## src/rtl/nvram_upload_reader_pkg.sv

```systemverilog
// Shared types and constants for the ioctl upload (RAM read-back) responder.
package nvram_upload_reader_pkg;

  typedef enum logic [1:0] {IDLE, ARB, READ, DONE} state_t;

  localparam logic [7:0] NVRAM_UPLOAD_INDEX = 8'd4;
  localparam logic [7:0] OOR_FILL           = 8'hFF;

endpackage

```

## src/rtl/nvram_upload_reader.sv

```systemverilog
// Answers host ioctl upload reads by fetching one byte per strobe from the
// second port of a shared game RAM, yielding to the CPU while cpu_busy is high.
module nvram_upload_reader
  import nvram_upload_reader_pkg::*;
#(
  parameter logic [7:0] INDEX      = NVRAM_UPLOAD_INDEX,
  parameter int         SIZE       = 256,
  parameter int         AW         = 8,
  parameter int         RD_LATENCY = 1
) (
  input  logic          clk_sys,
  input  logic          reset_n,
  input  logic          ioctl_upload,
  input  logic [7:0]    ioctl_index,
  input  logic          ioctl_rd,
  input  logic [24:0]   ioctl_addr,
  output logic [7:0]    ioctl_din,
  output logic          ioctl_wait,
  input  logic          cpu_busy,
  output logic [AW-1:0] mem_addr,
  output logic          mem_rd,
  input  logic [7:0]    mem_dout,
  output logic          done
);

  localparam logic [AW-1:0] LAST_ADDR = AW'(SIZE - 1);
  localparam logic [2:0]    LAT       = 3'(RD_LATENCY);

  state_t        state_reg, state_next;
  logic [2:0]    cnt_reg, cnt_next;
  logic [7:0]    din_reg;
  logic          wait_reg;
  logic [AW-1:0] mem_addr_reg;
  logic          mem_rd_reg;
  logic          done_reg;
  logic          oor_reg;

  logic sel, rd_go, in_range, abort;

  assign sel      = ioctl_upload && (ioctl_index == INDEX);
  assign rd_go    = (state_reg == IDLE) && sel && ioctl_rd;
  assign in_range = ioctl_addr < 25'(SIZE);
  assign abort    = (state_reg != IDLE) && !sel;

  always_ff @(posedge clk_sys or negedge reset_n) begin
    if (!reset_n) begin
      state_reg <= IDLE;
      cnt_reg   <= 3'd0;
    end else begin
      state_reg <= state_next;
      cnt_reg   <= cnt_next;
    end
  end

  // ARB leaves only once mem_rd has actually been driven for a cycle.
  always_comb begin
    state_next = state_reg;
    cnt_next   = cnt_reg;
    case (state_reg)
      IDLE: if (rd_go) state_next = in_range ? ARB : DONE;
      ARB: begin
        if (mem_rd_reg) begin
          state_next = READ;
          cnt_next   = LAT;
        end
      end
      READ: begin
        cnt_next = cnt_reg - 3'd1;
        if (cnt_reg == 3'd1) state_next = DONE;
      end
      DONE: state_next = IDLE;
      default: state_next = IDLE;
    endcase
    if (abort) begin
      state_next = IDLE;
      cnt_next   = 3'd0;
    end
  end

  // The arbitration decision for the next cycle is taken at the edge, so
  // mem_rd is a clean registered pulse coinciding with the ARB cycle it issues in.
  always_ff @(posedge clk_sys or negedge reset_n) begin
    if (!reset_n) begin
      din_reg      <= 8'h00;
      wait_reg     <= 1'b0;
      mem_addr_reg <= '0;
      mem_rd_reg   <= 1'b0;
      done_reg     <= 1'b0;
      oor_reg      <= 1'b0;
    end else begin
      mem_rd_reg <= 1'b0;
      done_reg   <= 1'b0;
      if (abort) begin
        wait_reg <= 1'b0;
      end else begin
        case (state_reg)
          IDLE: begin
            if (rd_go) begin
              wait_reg <= 1'b1;
              oor_reg  <= !in_range;
              if (in_range) begin
                mem_addr_reg <= ioctl_addr[AW-1:0];
                mem_rd_reg   <= !cpu_busy;
              end
            end
          end
          ARB: if (!mem_rd_reg) mem_rd_reg <= !cpu_busy;
          READ: begin
            if (cnt_reg == 3'd1) begin
              din_reg  <= mem_dout;
              wait_reg <= 1'b0;
              done_reg <= (mem_addr_reg == LAST_ADDR);
            end
          end
          DONE: begin
            wait_reg <= 1'b0;
            if (oor_reg) din_reg <= OOR_FILL;
          end
          default: wait_reg <= 1'b0;
        endcase
      end
    end
  end

  assign ioctl_din  = din_reg;
  assign ioctl_wait = wait_reg;
  assign mem_addr   = mem_addr_reg;
  assign mem_rd     = mem_rd_reg;
  assign done       = done_reg;

endmodule

```

## config.mk

```make
export PLATFORM = sky130hd
export DESIGN_NAME = nvram_upload_reader
export DESIGN_NICKNAME = d
export VERILOG_FILES = /design/src/rtl/nvram_upload_reader_pkg.sv /design/src/rtl/nvram_upload_reader.sv
export SDC_FILE = /design/constraint.sdc
export NUM_CORES = 1
export LEC_CHECK = 0
export ABC_AREA = 1
export CORE_MARGIN = 2
export CORE_UTILIZATION = 35
export DETAILED_ROUTE_END_ITERATION = 10
export DONT_BUFFER_PORTS = 1
export PLACE_DENSITY = 0.46
export SLEW_MARGIN = 10
export SYNTH_ARGS = -nofsm -noshare
export SYNTH_HDL_FRONTEND = slang
export SYNTH_SLANG_ARGS = --single-unit
export TNS_END_PERCENT = 5
```

## constraint.sdc

```tcl
create_clock -name clk_sys -period 4.45 [get_ports clk_sys]
set_input_delay 0.89 -clock clk_sys [delete_from_list [all_inputs] [get_ports clk_sys]]
set_output_delay 0.89 -clock clk_sys [all_outputs]
set_load 0.02 [all_outputs]
```

==> Yosys cells after proc, flatten, opt, wreduce, memory -nomap -nowiden <==
Index checks and enable logic that the tools add are counted.
{ "classes": {"order_cmp": 1, "n_mux": 24, "n_mul": 0, "n_div": 0, "n_addsub": 1, "n_bitwise": 1, "n_reduce_logical": 18, "eq_ne": 11, "shift": 0} }
{ "ops": {"columns": ["operator", "count"], "rows": [
  ["$lt 25x9->1 const B", 1],
  ["$mux 8", 2],
  ["$pmux 8 s2", 1],
  ["$mux 1", 10],
  ["$mux 2", 5],
  ["$ne 3x3->1 const B", 3],
  ["$reduce_and 3->1", 3],
  ["$eq 8x3->1 const B", 1],
  ["$eq 8x8->1 const B", 1],
  ["$pmux 2 s4", 1],
  ["$reduce_and 4->1", 2],
  ["$mux 3", 2],
  ["$pmux 3 s2", 1],
  ["$eq 2x2->1 const B", 2],
  ["$logic_and 1x1->1", 4],
  ["$ne 2x2->1 const B", 2],
  ["$reduce_bool 2->1", 2],
  ["$reduce_bool 4->1", 1],
  ["$eq 3x1->1 const B", 1],
  ["$logic_not 1->1", 3],
  ["$pmux 1 s3", 1],
  ["$reduce_bool 3->1", 1],
  ["$sub 3x1->3 const B", 1],
  ["$eq 2x1->1 const B", 1],
  ["4 further kinds", 4]
]} }
{ "word_totals": {"out_inout_bits": 19, "latchBits": 0, "inputBits": 46, "word_cells": 64, "romBits": 0, "reg_bits": 25, "memories": 0, "ramBits": 0} }

==> Depth between registers and ports, before layout <==
{ "depth": {"word_depth": 7, "mapped_depth": 10, "depth_no_buf": 10} }

==> Least setup slack after synthesis <==
OpenSTA, ideal clock, no wires.
{ "synth_timing": {"kind": "input -> register", "start": "input port ioctl_index[3]", "end": "register oor_reg", "stages": 8, "setup_ns": 0.119, "t_required_ns": 4.331, "n_path_buf": 2, "t_arrival_ns": 1.827, "path_slack_ns": 2.504, "path_cell_list": "inv_1 -> nand2_1 -> nor2_2 -> nand4_2 -> or2_1 -> buf_6 -> buf_12 -> o21a_1"} }
{ "synth_via": {"elab_chain_len": 6, "elab_cells_between_ends": 8, "classes_between": "eq/ne (1); bitwise (1); reduce/logical (6)"} }
{ "synth_lines": {"columns": ["item", "line_no", "text"], "rows": [
  ["start, declared", "nvram_upload_reader.sv:14", "input logic [7:0] ioctl_index,"],
  ["$eq 8x3->1 (*)", "nvram_upload_reader.sv:40", "assign sel = ioctl_upload && (ioctl_index == INDEX);"],
  ["$logic_and 1x1->1 (*)", "nvram_upload_reader.sv:40", null],
  ["$logic_not 1->1", "nvram_upload_reader.sv:43", "assign abort = (state_reg != IDLE) && !sel;"],
  ["$logic_and 1x1->1", "nvram_upload_reader.sv:43", null],
  ["$not 1->1 (no line)", null, null],
  ["$reduce_and 3->1 (no line) (*)", null, null],
  ["end signal, assigned", "nvram_upload_reader.sv:100", "oor_reg <= !in_range;"],
  ["end, declared", "nvram_upload_reader.sv:36", "logic oor_reg;"]
]} }
Every way passes the cells marked *; elsewhere a longest branch is shown, timed or not.
A chain may end at the register's enable or synchronous reset.

==> Worst setup path after layout <==
{ "layout_timing": {"start": "register state_reg[0]", "end": "register mem_addr_reg[1], in the netlist mem_addr[1]"} }
{ "layout_via": {"elab_chain_len": 4, "elab_cells_between_ends": 7, "classes_between": "bitwise (1); reduce/logical (6)"} }
{ "layout_lines": {"columns": ["item", "line_no", "text"], "rows": [
  ["start, declared", "nvram_upload_reader.sv:29", "state_t state_reg, state_next;"],
  ["start signal, assigned", "nvram_upload_reader.sv:50", "state_reg <= state_next;"],
  ["$logic_not 2->1 / $reduce_bool 2->1 (equally long branches)", "nvram_upload_reader.sv:41, nvram_upload_reader.sv:96, nvram_upload_reader.sv:43", null],
  ["$logic_and 1x1->1, on equally long branches", "nvram_upload_reader.sv:41, nvram_upload_reader.sv:43", null],
  ["$logic_and 1x1->1 / $not 1->1 (equally long branches)", null, null],
  ["$reduce_and 4->1 (no line) (*)", null, null],
  ["end signal, assigned", "nvram_upload_reader.sv:102", "mem_addr_reg <= ioctl_addr[AW-1:0];"],
  ["end, declared", "nvram_upload_reader.sv:33", "logic [AW-1:0] mem_addr_reg;"]
]} }
Marked as above.

==> results.cfg <==
[timing]
hold_viol = 0
period_share_pct = 43.8
whs_ns = 0.313
finalCriticalPeriod_ns = 1.95
tns_ns = 0
fin_skew_ns = 0.00297
max_freq_mhz = 513
rsz0062_at_grt = false
slew_headroom_pct = 48.7
maxSlewViolCount = 0
max_slew.worst_pin.slew_ns = 0.770
final-setup-viol-count = 0

[critical_path]
critical_path.max_stage_delay_ns = 0.54
path_cells = inv_1 -> ha_1 -> nand2_1 -> inv_1 -> nand4_2 -> or2_1 -> nand2_1 -> o21ai_2
worst_setup_path_end_kind = register
critPathMaxFanout = 18
slowest_stage = or2_1
worstPathRequired_ns = 4.58
critPathArrivalTime_ns = 2.08
worstSetupPathType = register to register
cpLargestDelayFamily = simple AND/OR/NAND/NOR gates
critPathLaunchType = register
critPathBufInv = 2
reg2reg_setup_slack_ns = 2.50

[logic_synthesis]
ys_seq_area_share_pct = 44.0
synth-edff-count = 0
synth.avg_cell_area_um2 = 8.08
synth_flop_cell = dfrtp_1
syn_inst = 176
synth_warnings = 0
synth_nets = 228
async_flop_share_pct = 100
ys_types = 23
synth-seq-cells = 25
syn_area_um2 = 1420

[grt]
grt_pass1_vias = 1060
grtUsageTotal_pct = 12.8
grt_pass1_wl_um = 4480
antenna_found_initial = 0
grt_max_degree = 26
grt_overflow = 0

[clocking]
numCtsBuffers = 3
post_cts_resized = 0
cts_max_level = 1
postCtsSetupBuffers = 0
cts_sinks = 25
cts_hold_buffers = 0
tritoncts = yes
cts_max_path_buffers = 2
cts.reportedPaths.clkPinSlew_ns = 0.08
clkLatencyLatePin_ns = 0.26
root_buffer = clkbuf_8

[cells_and_area]
n_antenna_cell = 0
area_growth_syn_to_layout_pct = 4.22
fin_cells = 226
fin_nets = 229
drive_above_1_share_pct = 10.8
fin_area_um2 = 1480

[hold_path]
hp-class = primary input to async pin

[floorplanning]
dieWidth_um = 67.8
coreArea_um2 = 3940
die_height_um = 67.8
dieArea_um2 = 4590
io_pins = 65
start_util_pct = 36.1
rows = 23

[pwr]
leakagePower_nw = 0.757
p_per_area_nw_per_um2 = 541
ir_drop_uv = 198

[run]
maxCapViolCount = 0

[routing]
wire_per_inst_um = 12.0
viasPerCell = 4.70
drt_iter0_drc = 43
drt-total-wl_um = 2720
drt-pass1-iter-count = 4
drc = 0
num_vias = 1063
antenna_left = 0

[placement]
place.gp.congestion = 0.803
placed_cells = 222
place_area_um2 = 1440
portBuffers = 0
dp_hpwl_um = 2160

[status]
status = finished clean
-- Yosys cell counts, drive strengths merged (3+ instances only) --
library cell,number,area [µm²]
a21oi,3,26.3
buf,3,42.5
dfrtp,25,626
ha,6,75.1
inv,27,101
nand2,43,169
nand3,4,20.0
nand4,5,37.5
nor2,29,114
o21ai,23,145
or2,3,18.8
-- logic make-up after synthesis --
| group | after synthesis | synth area share (%) |
|---|---|---|
| flip-flops | 25 | 44.0 |
| buffers and inverters | 31 | 10.5 |
| AND/OR/NAND/NOR | 86 | 26.2 |
| AO/OA/AOI/OAI | 28 | 14.1 |
| adder cells (fa/ha/maj) | 6 | 5.28 |
-- worst register-to-register path, cell delays in order (launching register included) --
cell,delay [ns]
dfrtp_1,0.43
inv_1,0.12
ha_1,0.22
nand2_1,0.06
inv_1,0.06
nand4_2,0.14
or2_1,0.54
nand2_1,0.19
o21ai_2,0.06
-- stage by stage --
stage                     util (%)  worst slack, ns  power, mW
after floorplan                  -             2.50      0.623
after global placement        36.5             2.29      0.677
after detailed placement      36.5             2.24      0.685
after CTS                     37.6             2.47      0.820
after global routing          37.6             2.26      0.884
final                         37.6             2.50      0.803
-- final timing paths --
kind,start,endpoint,cells after the start
max in group asynchronous,reset_n,oor_reg,0
setup reg to reg,state_reg[0],mem_addr[1],8
setup / recovery,state_reg[0],mem_addr[1],8
hold reg to reg,cnt_reg[1],cnt_reg[1],2
min in group clk_sys,cnt_reg[1],cnt_reg[1],2
hold / removal,reset_n,cnt_reg[0],0
-- metal layers --
layer	up-vias	track usage, %	part of all wire, %
met4	0	2.30	0.26
met2	31	22.2	50
li1	548	-	-
met3	2	3.83	5.8
met5	-	0	0
met1	482	15.9	44
-- area by class of cell --
cell class | instances | area, µm²
sequential | 25 | 626
fill | 425 | 2460
tap | 50 | 62.6
inverter | 27 | 101
clock buffer | 4 | 45.0
multi-input combinational | 120 | 648
-- placed cells by master (no fill, tap or decap), drive strengths merged --
master / instances
nor4: 1
dfrtp: 25
clkbuf: 4
nand3: 4
nand2: 43
ha: 6
nor2: 29
o211ai: 1
o21ai: 23
a21oi: 3
or2: 3
nand4: 5
nand3b: 1
inv: 27
o21a: 1
-- report_power, final --
| part | switching (mW) | total [mW] | internal, mW |
|---|---|---|---|
| Clock | 0.0649 | 0.129 | 0.0638 |
| Combinational | 0.193 | 0.300 | 0.107 |
| Sequential | 0.0881 | 0.374 | 0.286 |
| Total | 0.346 | 0.803 | 0.457 |
Power figures use the tool's default switching activity.
